===== config.mk =====
export PLATFORM = sky130hd
export DESIGN_NAME = spdif_subframe_sequencer
export DESIGN_NICKNAME = d
export VERILOG_FILES = /design/src/rtl/spdif_pkg.sv /design/src/rtl/spdif_subframe_pack.sv /design/src/rtl/spdif_subframe_sequencer.sv
export SDC_FILE = /design/constraint.sdc
export NUM_CORES = 1
export LEC_CHECK = 0
export ABC_AREA = 1
export ABC_CLOCK_PERIOD_IN_PS = 2700
export CORE_ASPECT_RATIO = 2
export CORE_MARGIN = 2
export CORE_UTILIZATION = 50
export CTS_CLUSTER_DIAMETER = 200
export DETAILED_ROUTE_END_ITERATION = 16
export GPL_ROUTABILITY_DRIVEN = 0
export PLACE_DENSITY = 0.81
export SETUP_SLACK_MARGIN = 0.1
export SLEW_MARGIN = 10
export SYNTH_ARGS = -nofsm -noshare
export SYNTH_HDL_FRONTEND = slang
export SYNTH_SLANG_ARGS = --single-unit

===== constraint.sdc =====
create_clock -name clk -period 2.7 [get_ports clk]
set_input_delay 0.54 -clock clk [delete_from_list [all_inputs] [get_ports clk]]
set_output_delay 0.54 -clock clk [all_outputs]
set_load 0.02 [all_outputs]

===== src/rtl/spdif_pkg.sv =====
// Shared constants for the S/PDIF subframe path: preamble codes,
// block length and bit offsets inside the 28-bit subframe field.
package spdif_pkg;

   localparam logic [1:0] PRE_B = 2'd0;
   localparam logic [1:0] PRE_M = 2'd1;
   localparam logic [1:0] PRE_W = 2'd2;

   localparam int FRAMES_PER_BLOCK = 192;

   localparam int AUDIO_LSB = 0;
   localparam int V_BIT     = 24;
   localparam int U_BIT     = 25;
   localparam int C_BIT     = 26;
   localparam int P_BIT     = 27;

endpackage


===== src/rtl/spdif_subframe_pack.sv =====
// Packs audio/V/U/C into time slots 4..31 and appends even parity.
// Ports: audio[23:0], v, u, c in; subframe[27:0] out (combinational).
module spdif_subframe_pack
   import spdif_pkg::*;
(
   input  logic [23:0] audio,
   input  logic        v,
   input  logic        u,
   input  logic        c,
   output logic [27:0] subframe
);

   logic [27:0] sf;

   always_comb begin
      sf = '0;
      sf[AUDIO_LSB +: 24] = audio;
      sf[V_BIT] = v;
      sf[U_BIT] = u;
      sf[C_BIT] = c;
      // parity makes slots 4..31 carry an even number of ones
      sf[P_BIT] = ^sf[P_BIT-1:0];
      subframe = sf;
   end

endmodule


===== src/rtl/spdif_subframe_sequencer.sv =====
// Sequences stereo pairs into left/right IEC 60958 subframes with
// block tracking and per-frame channel status bit.
// Ports: clk, reset; channelStatus[191:0]; inValid/inReady with
// inLeft, inRight, inInvalid; outValid/outReady with outPreamble,
// outSubframe[27:0], outFrameIndex[7:0].
module spdif_subframe_sequencer
   import spdif_pkg::*;
#(
   parameter int SAMPLE_WIDTH = 24
)
(
   input  logic                    clk,
   input  logic                    reset,
   input  logic [191:0]            channelStatus,
   input  logic                    inValid,
   output logic                    inReady,
   input  logic [SAMPLE_WIDTH-1:0] inLeft,
   input  logic [SAMPLE_WIDTH-1:0] inRight,
   input  logic                    inInvalid,
   output logic                    outValid,
   input  logic                    outReady,
   output logic [1:0]              outPreamble,
   output logic [27:0]             outSubframe,
   output logic [7:0]              outFrameIndex
);

   localparam logic [7:0] LAST_FRAME = 8'(FRAMES_PER_BLOCK - 1);

   logic [SAMPLE_WIDTH-1:0] holdL;
   logic [SAMPLE_WIDTH-1:0] holdR;
   logic                    holdV;
   logic                    loaded;
   logic                    phase;
   logic [7:0]              heldIndex;
   logic [7:0]              pairCount;
   logic [191:0]            csReg;

   logic       accept;
   logic       outFire;
   logic [23:0] audio;
   logic       cBit;

   assign outValid = loaded;
   assign outFire  = loaded && outReady;
   // a new pair may enter while the right subframe leaves
   assign inReady  = !reset && (!loaded || (phase && outReady));
   assign accept   = inValid && inReady;

   always_ff @(posedge clk) begin
      if (reset) begin
         holdL     <= '0;
         holdR     <= '0;
         holdV     <= 1'b0;
         loaded    <= 1'b0;
         phase     <= 1'b0;
         heldIndex <= '0;
         pairCount <= '0;
         csReg     <= '0;
      end else if (accept) begin
         holdL     <= inLeft;
         holdR     <= inRight;
         holdV     <= inInvalid;
         loaded    <= 1'b1;
         phase     <= 1'b0;
         heldIndex <= pairCount;
         pairCount <= (pairCount == LAST_FRAME) ? '0 : pairCount + 8'd1;
         if (pairCount == '0)
            csReg <= channelStatus;
      end else if (outFire) begin
         if (!phase)
            phase <= 1'b1;
         else
            loaded <= 1'b0;
      end
   end

   always_comb begin
      audio = 24'(phase ? holdR : holdL) << (24 - SAMPLE_WIDTH);
      cBit  = csReg[heldIndex];
      outPreamble = PRE_W;
      if (!phase)
         outPreamble = (heldIndex == '0) ? PRE_B : PRE_M;
   end

   assign outFrameIndex = heldIndex;

   spdif_subframe_pack u_pack (
      .audio    (audio),
      .v        (holdV),
      .u        (1'b0),
      .c        (cBit),
      .subframe (outSubframe)
   );

endmodule


## Yosys cells after proc, flatten, opt, wreduce, memory -nomap -nowiden

Index checks and enable logic that the tools add are counted.

| storage, ports and cells | value |
|---|---|
| word-level logic and storage cells | 35 |
| bits in registers | 259 |

| cells by class | value |
|---|---|
| add/sub/neg operators | 1 |
| eq/ne operators | 1 |
| magnitude comparators | 1 |
| mux-type cells | 9 |
| reductions and logical operators | 15 |

Operators with widths:

| cell | count |
|---|---|
| $reduce_xor 27->1 | 1 |
| $mux 24 | 1 |
| $logic_not 8->1 | 2 |
| $lt 8x9->1 const B | 1 |
| $add 8x1->8 const B | 1 |
| $bmux 1 s8 | 1 |
| $eq 8x8->1 const B | 1 |
| $mux 8 | 1 |
| $mux 1 | 5 |
| $logic_and 1x1->1 | 4 |
| $reduce_and 2->1 | 2 |
| $reduce_bool 2->1 | 2 |
| $logic_not 1->1 | 2 |
| $mux 2 | 1 |
| $reduce_or 2->1 | 1 |
| $logic_or 1x1->1 | 1 |

## Depth between registers and ports, before layout

Gate-level depths: netlist of run 1.

| depth | value |
|---|---|
| depth after elaboration | 6 |
| mapped depth | 19 |

## Cells and area by module

Synthesis of run 1 repeated with hierarchy kept, for this count alone.

| second synthesis, totals | value |
|---|---|
| cell total of the unflattened synthesis | 1841 |
| area total of the unflattened synthesis | 12223.0 µm² |

By module, submodules not included:

| module | area an instance (µm²) | sequential area each (µm²) | times used | cells an instance |
|---|---|---|---|---|
| spdif_subframe_sequencer | 11338.4 | 5185.0 | 1 | 1644 |
| spdif_subframe_pack | 884.6 | 0.0 | 1 | 197 |

## Worst setup path before layout of run 1

No wires, ideal clock.

| timing | value |
|---|---|
| kind | register -> output |
| start | reg phase |
| end | out outSubframe[27] |
| data required time | 2.160 ns |
| buffers on the path | 1 |
| stages on the path, launching flop included | 17 |
| arrival time | 1.988 ns |
| slack | 0.172 ns |
| cell sequence | dfxtp_1 buf_4 o21ai_0 nand2_1 nand2_1 nand2_1 nand2_1 nand2_1 nand2_1 inv_1 nand2_1 nand3_1 nand2_1 inv_1 nand2_1 nand2_1 inv_1 |

| between the ends | value |
|---|---|
| longest elaborated chain between the ends | 2 |

Ends and longest elaborated chain:

| item | RTL line | text |
|---|---|---|
| start: declaration | spdif_subframe_sequencer.sv:33 | `logic phase;` |
| start signal: assignment | spdif_subframe_sequencer.sv:55 | `phase <= 1'b0;` |
| start signal: assignment | spdif_subframe_sequencer.sv:64 | `phase <= 1'b0;` |
| start signal: assignment | spdif_subframe_sequencer.sv:71 | `phase <= 1'b1;` |
| $mux 24 | spdif_subframe_sequencer.sv:78 | `audio = 24'(phase ? holdR : holdL) << (24 - SAMPLE_WIDTH);` |
| via outSubframe[5] | spdif_subframe_sequencer.sv:23 | `output logic [27:0] outSubframe,` |
| $reduce_xor 27->1 | spdif_subframe_pack.sv:22 | `sf[P_BIT] = ^sf[P_BIT-1:0];` |
| end: declaration | spdif_subframe_sequencer.sv:23 |  |

The timed path passes the listed nets, and every way through them passes these cells.

## Final worst setup path of run 1

| timing | value |
|---|---|
| start | reg phase |
| end | out outSubframe[27] |

| between the ends | value |
|---|---|
| longest elaborated chain between the ends | 2 |

Ends and longest elaborated chain:

| item | RTL line |
|---|---|
| $mux 24 | spdif_subframe_sequencer.sv:78 |
| $reduce_xor 27->1 | spdif_subframe_pack.sv:22 |

Every way passes these cells.

==> results of run 1 <==
[layout make-up]
class                           instances  area, µm²
Clock buffer                           29        671
Clock inverter                         17        285
Fill cell                            1789       6200
Inverter                              290       1110
Multi-Input combinational cell       1167       5700
Sequential cell                       259       5200
Tap cell                              287        359
Timing Repair Buffer                  401       4300
[cells in the mapped netlist]
| master | number |
|---|---|
| clkbuf_1 | 52 |
| a211oi_1 | 2 |
| ha_1 | 2 |
| clkinv_1 | 2 |
| o21ai_0 | 290 |
| a21oi_4 | 1 |
| o21ai_1 | 2 |
| dfxtp_1 | 259 |
| inv_2 | 3 |
| xnor2_1 | 1 |
| buf_4 | 7 |
| nand2_1 | 440 |
| nor3b_1 | 1 |
| nor3_1 | 4 |
| nor3_4 | 1 |
| o211ai_1 | 7 |
| inv_1 | 285 |
| nor4_1 | 1 |
| a31oi_1 | 1 |
| nand2_2 | 2 |
| nand3_1 | 113 |
| nor3_2 | 1 |
| buf_2 | 64 |
| conb_1 | 1 |
| nor2_1 | 75 |
| o22ai_1 | 9 |
| a21oi_1 | 212 |
| nor2_2 | 1 |
[worst max-delay path: cells and delay by family (launching register included)]
kind          cells  cell delay (ns)
flops             1             0.47
buf+inv           5             0.50
simple gates     13             1.07
[placed cells by master (no fill, tap or decap), drive strengths merged]
master,count
nand2,442
o21ai,292
inv,291
dfxtp,259
clkdlybuf4s50,254
a21oi,213
buf,121
nand3,113
nor2,76
clkbuf,35
dlymetal6s2s,14
o22ai,9
o211ai,7
bufinv,7
dlygate4sd2,6
nor3,6
clkinv,5
clkinvlp,4
a211oi,2
ha,2
nor4,1
a31oi,1
xnor2,1
nor3b,1
conb,1
[worst paths after layout]
check,from,end,slack (ns),cells after the start
max,phase$_SDFFE_PP0P_,outSubframe[27],-0.43,18
min,holdL[21]$_SDFFE_PP0P_,holdL[21]$_SDFFE_PP0P_,0.46,2
min reg2reg,holdL[21]$_SDFFE_PP0P_,holdL[21]$_SDFFE_PP0P_,0.46,2
max reg2reg,phase$_SDFFE_PP0P_,csReg[147]$_SDFFE_PP0P_,0.49,10
[kinds of logic after synthesis]
| family | after synthesis |
|---|---|
| xor gates and xnor gates | 1 |
| buffers and inverters | 413 |
| and+or+nand+nor | 639 |
| other | 1 |
| AOI/OAI and AO/OA | 524 |
| DFF | 259 |
| adders and majority gates | 2 |
[stage by stage]
step / TNS, ns / hold slack [ns]
after detailed placement: -0.428 / 0.457
after floorplan: 0 / 0.440
after global placement: -0.311 / 0.446
after global routing: -0.815 / 0.479
final: -0.641 / 0.465
after CTS: -0.386 / 0.469
[routing by layer]
layer | wire length [µm] | part of all wire [%] | vias up
met5 | 0 | 0 | -
met4 | 3320 | 8.0 | 0
met3 | 2710 | 6.5 | 189
met2 | 21600 | 52 | 703
met1 | 13800 | 33 | 6086
li1 | - | - | 6440
[power by group]
part	total, µW	internal, µW	switching, µW
logic	2020	962	1060
registers	4250	4090	157
clock network	4080	2470	1610
total	10300	7520	2820
[registers in the layout (all words and copies together), names as in the netlist]
register	cells
holdR	24
outValid	1
csReg	192
pairCount	8
outFrameIndex	8
holdV	1
holdL	24
phase	1
[repair_timing]
item,in CTS,in global routing
resized for setup,102,139
pin swaps,34,63
buffers inserted,4,12
cloned,6,5
setup endpoints to repair,23,17
==> reports/metrics.yaml, run 1 <==
outcome: "finished, violations left"
violations: "setup timing"
met2_usage_pct: 54.0
vias: 13418
dpl_cell_area_um2: 15700
io_pins: 285
fin_cells: 2450
synth_top_cells_by_area: "dfxtp_1 (43%), nand2_1 (14%), o21ai_0 (12%)"
max_stage_delay_ns: 0.47
design_area_um2: 17600
die_y_um: 224
path_cells: "buf_12, buf_6, nand2_1, nand2_2, nand2_2, nand2_4, nand2_2, nand2_2, nand2_1, nand2_1, inv_1, nand2_1, nand3_2, nand2_2, nand3_2, nand2_2, inv_2, buf_6"
start_util_pct: 50.9
grt_pass1_wl_um: 61100
nets: 2391
hold_path_class: "flop to flop"
slowest_stage: "dfxtp_4"
period_minus_slack_ns: 3.13
cts_inserted_buffers: 25
wl_um: 41400
synth_top_family_by_area: "compound AO/OA/AOI/OAI gates"
die_x_um: 114
p_leak_uw: 0.00822
drtPass1Iterations: 6
syn_inst: 1839
grt_pass1_vias: 12931
grt_use_met3_pct: 3.18
synth_seq_cells: 259
end_kind: "output pin"
synthXorXnorAreaFrac_pct: 0.0722
syn_area_um2: 12100
hold_viol: 0
fin_crit_sh_pct: 116
n_antenna_cell: 0
cts-hold-fix-buffers: 0
grt-ovfl-total: 0
setup_violations: 2
dp.final_hpwl_um: 27200
synth-simple-area-share_pct: 21.3
path_clk_slew_ns: 0.07
drc: 0
worstSkewPairLatency_ns: 0.55
rows: 80
power.density_nw_per_um2: 587
grt-busiest-layer: "met2"
fin_skew_ns: 0.0205
cp_max_fo: 7
ant_nets: 0
rsz0062_at_grt: "yes"
crit_top_cell: "nand2_2"
cts_sinks: 259
synthAdderAreaFrac_pct: 0.206
cts_tree: "done"
drive_gt1_share_pct: 13.7
synth_cell_types: 28
peakVddDrop_v: 0.000482
slew_headroom_pct: 59.0
worst_slew_pin_slew_ns: 0.613
post-place-ws_ns: -0.303
clock.fmax_ghz: 0.319
track_usage_pct: 29.8
core_um2: 23800
yosysSeqAreaShare_pct: 42.8
cts_root_buf: "clkbuf_16"
synth_compound_area_share_pct: 22.0
avgSynthCellArea_um2: 6.59
finalMaxSlewViolations: 0
port_buffers: 283
total_power_uw: 10300
arrival_ns: 2.59
maxCapViolCount: 0
ctsHtreeMaxLevel: 1
use_met1_pct: 30.7
clock_path_buffers: 3
post-route-util_pct: 74.0
area_growth_pct: 45.4
worstSetupPathType: "flop to output pin"
setup_slack_ns: -0.431
synth_area_leader_cell: "dfxtp_1"
netlist.area_leader.share_pct: 42.8
synthMuxAreaShare_pct: 0
wl_per_cell_um: 16.9
grt_max_degree: 75
required_ns: 2.16
startpoint_type: "flop"
drt_iter0_drc: 1468
antenna_found_initial: 0
dp_cells: 2378
syn-num-nets: 2086
dieArea_um2: 25600
yosys_warnings: 0
vias_per_cell: 5.48
(Power assumes the default switching activity.)
==> run 2: changes to the inputs <==
--- a/config.mk
+++ b/config.mk
@@ -14,6 +14,7 @@
 export DETAILED_ROUTE_END_ITERATION = 16
 export GPL_ROUTABILITY_DRIVEN = 0
 export PLACE_DENSITY = 0.81
+export REMOVE_ABC_BUFFERS = 1
 export SETUP_SLACK_MARGIN = 0.1
 export SLEW_MARGIN = 10
 export SYNTH_ARGS = -nofsm -noshare
==> run 2 against run 1 <==
The flow still finishes with violations (setup timing); core utilization down 2.0 points; first-iteration DRC count down 15%; clock-buffer cell count unchanged; sequential share of layout area up 0.79 points; register-to-register slack about the same; combinational power down 9%; setup slack worse by 0.094 ns; hold slack better by 0.0012 ns; largest power group unchanged.
==> reports/metrics.yaml, run 2 (synthesis gave the netlist of run 1 again) <==
fin_cells: 2424  # -1.1%
dp.final_hpwl_um: 26500  # -2.8%
worstSetupPathType: "flop to output pin"
reg_top3: "csReg (192), holdL (24), holdR (24)"
clock.fmax_ghz: 0.310  # -2.9%
setup_slack_ns: -0.524  # -0.0936 ns
period_minus_slack_ns: 3.22  # +0.0936 ns
antenna_found_initial: 0  # unchanged
start_util_pct: 50.9  # unchanged
peakVddDrop_v: 0.000507  # +5.2%
vias_per_cell: 5.46  # -0.25%
nets: 2366  # -1.0%
wl_um: 41200  # -0.45%
violations: "setup timing"
p_seq_share_pct: 43.4  # +2.3 points
hold_path_class: "flop to flop"
final_common_cell: "nand2_1"
outcome: "finished, violations left"
path_clk_slew_ns: 0.07  # about the same
post-place-ws_ns: -0.226  # +0.0768 ns
dp_cells: 2357  # -0.88%
finalMaxSlewViolations: 0  # unchanged
power.internal_uw: 7060  # -6.2%
track_usage_pct: 29.2  # -0.55 points
port_buffers: 283  # unchanged
grt-ovfl-total: 0  # unchanged
wl_per_cell_um: 17.0  # +0.62%
drive_gt1_share_pct: 9.45  # -4.2 points
slowest_stage: "dfxtp_4"
drtPass1Iterations: 7  # +1
power.density_nw_per_um2: 568  # -3.2%
core_um2: 23800  # unchanged
ctsHtreeMaxLevel: 1  # unchanged
p_switching_uw: 2680  # -4.9%
arrival_ns: 2.68  # +0.09 ns
power_frac_clock_pct: 37.7  # -1.7 points
cts-hold-fix-buffers: 0  # unchanged
die_x_um: 114  # unchanged
grt_pass1_wl_um: 60300  # -1.3%
dieArea_um2: 25600  # unchanged
io_pins: 285  # unchanged
area_growth_pct: 41.5
grt_pass1_vias: 12801  # -1.0%
setup_violations: 2  # unchanged
die_y_um: 224  # unchanged
final_cell_mix: "nand2_1 (425), inv_1 (284), o21ai_0 (273)"
cts_root_buf: "clkbuf_16"
drt_iter0_drc: 1248  # -15%
hold_ws_ns: 0.466  # +0.00118 ns
path_cells: "buf_12, buf_6, buf_16, nor2_1, nor2_1, o21ai_0, nand3_1, nand3_1, nand2_1, nand2_1, nand3_2, nand3_2, nand2_2, nand2_1, nand2_1, inv_1, buf_6"
end_kind: "output pin"
rsz0062_at_grt: "yes"
max_stage_delay_ns: 0.42  # -0.05 ns
post-route-util_pct: 72.0  # -2.0 points
vias: 13242  # -1.3%
cts_inserted_buffers: 24  # -4.0%
clock_path_buffers: 3  # unchanged
top_register: "csReg"
grt_max_degree: 101  # +35%
ant_nets: 0  # unchanged
required_ns: 2.16  # about the same
cts_tree: "done"
path_buf_inv: 5  # unchanged
cpLargestDelayFamily: "simple AND/OR/NAND/NOR gates"
n_antenna_cell: 0  # unchanged
power_switching_share_pct: 27.5  # +0.27 points
fin_skew_ns: 0.00801  # -0.0125 ns
worstSkewPairLatency_ns: 0.55  # about the same
pwr-share-comb_pct: 18.8  # -0.7 points
rows: 80  # unchanged
cts_sinks: 259  # unchanged
fin_crit_sh_pct: 119  # +3.5 points
p_leak_uw: 0.00801  # -2.6%
startpoint_type: "flop"
crit_top_cell: "nand2_1"
largest_reg_flops: 192  # unchanged
cp_max_fo: 14  # +7
hold_viol: 0  # unchanged
maxCapViolCount: 0  # unchanged
drc: 0  # unchanged
run 2: cell count changes in the layout (fill, tap and decap cells not counted), moves of 5 or more:
cell	change
inv_2	-8
clkdlybuf4s50_1	+8
nand3_2	+6
inv_1	+10
o21ai_4	-7
nand2_4	-8
nand2_2	-47
a21oi_1	-5
nand2_1	+55
buf_4	-27
run 2: worst register-to-register path: stages, from the launching register on:
cell,delay (ns)
dfxtp_4,0.38
buf_8,0.18
nand2_2,0.10
a21oi_4,0.16
nand2_2,0.19
nor3_4,0.20
buf_12,0.23
buf_12,0.25
o21ai_0,0.20
a21oi_1,0.25
run 2: per-stage QoR:
step / setup TNS [ns] / power (µW) / cell area (µm²)
final: -0.973 / 9740 / 17200
after global placement: -0.400 / 5940 / 15500
after floorplan: -1136.37 / 5130 / 11600
after detailed placement: -0.369 / 5990 / 15500
after CTS: -0.550 / 9650 / 16600
after global routing: -1.16 / 10100 / 17200
run 2: final timing paths:
| path | startpoint | to | slack, ns | depth (start not counted) |
|---|---|---|---|---|
| max | outFrameIndex[0]$_SDFFE_PP0P_ | outSubframe[27] | -0.52 | 17 |
| min | holdL[21]$_SDFFE_PP0P_ | holdL[21]$_SDFFE_PP0P_ | 0.47 | 2 |
| max reg2reg | phase$_SDFFE_PP0P_ | csReg[37]$_SDFFE_PP0P_ | 0.48 | 9 |
| min reg2reg | holdL[21]$_SDFFE_PP0P_ | holdL[21]$_SDFFE_PP0P_ | 0.47 | 2 |
run 2: final cells by class:
class | instances | area (µm²)
fill | 1857 | 6670
sequential | 259 | 5190
tap | 287 | 359
inverter | 290 | 1100
clock buffer | 29 | 639
clock inverter | 15 | 204
multi-input combinational | 1167 | 5480
timing repair buffer | 377 | 4180
run 2: repair_timing:
action,CTS,global route
gates resized for setup,52,78
cloned,5,8
setup endpoints to repair,21,22
pin swaps,10,25
setup buffers,4,9
run 2: power by group through the flow:
stage	Clock, µW	Sequential (µW)	Combinational [µW]
final	3680	4230	1830
after global routing	3830	4250	2020
after CTS	3690	4220	1740
after global placement	0	4290	1650
after detailed placement	0	4300	1690
after floorplan	0	4290	841
run 2: per-layer routing:
layer / up-vias / GRT usage [%] / part of all wire (%)
met5: - / 0 / 0
met4: 0 / 21.6 / 8.1
met3: 201 / 4.88 / 8.1
met2: 705 / 52.0 / 50
met1: 5945 / 30.2 / 33
li1: 6391 / - / -
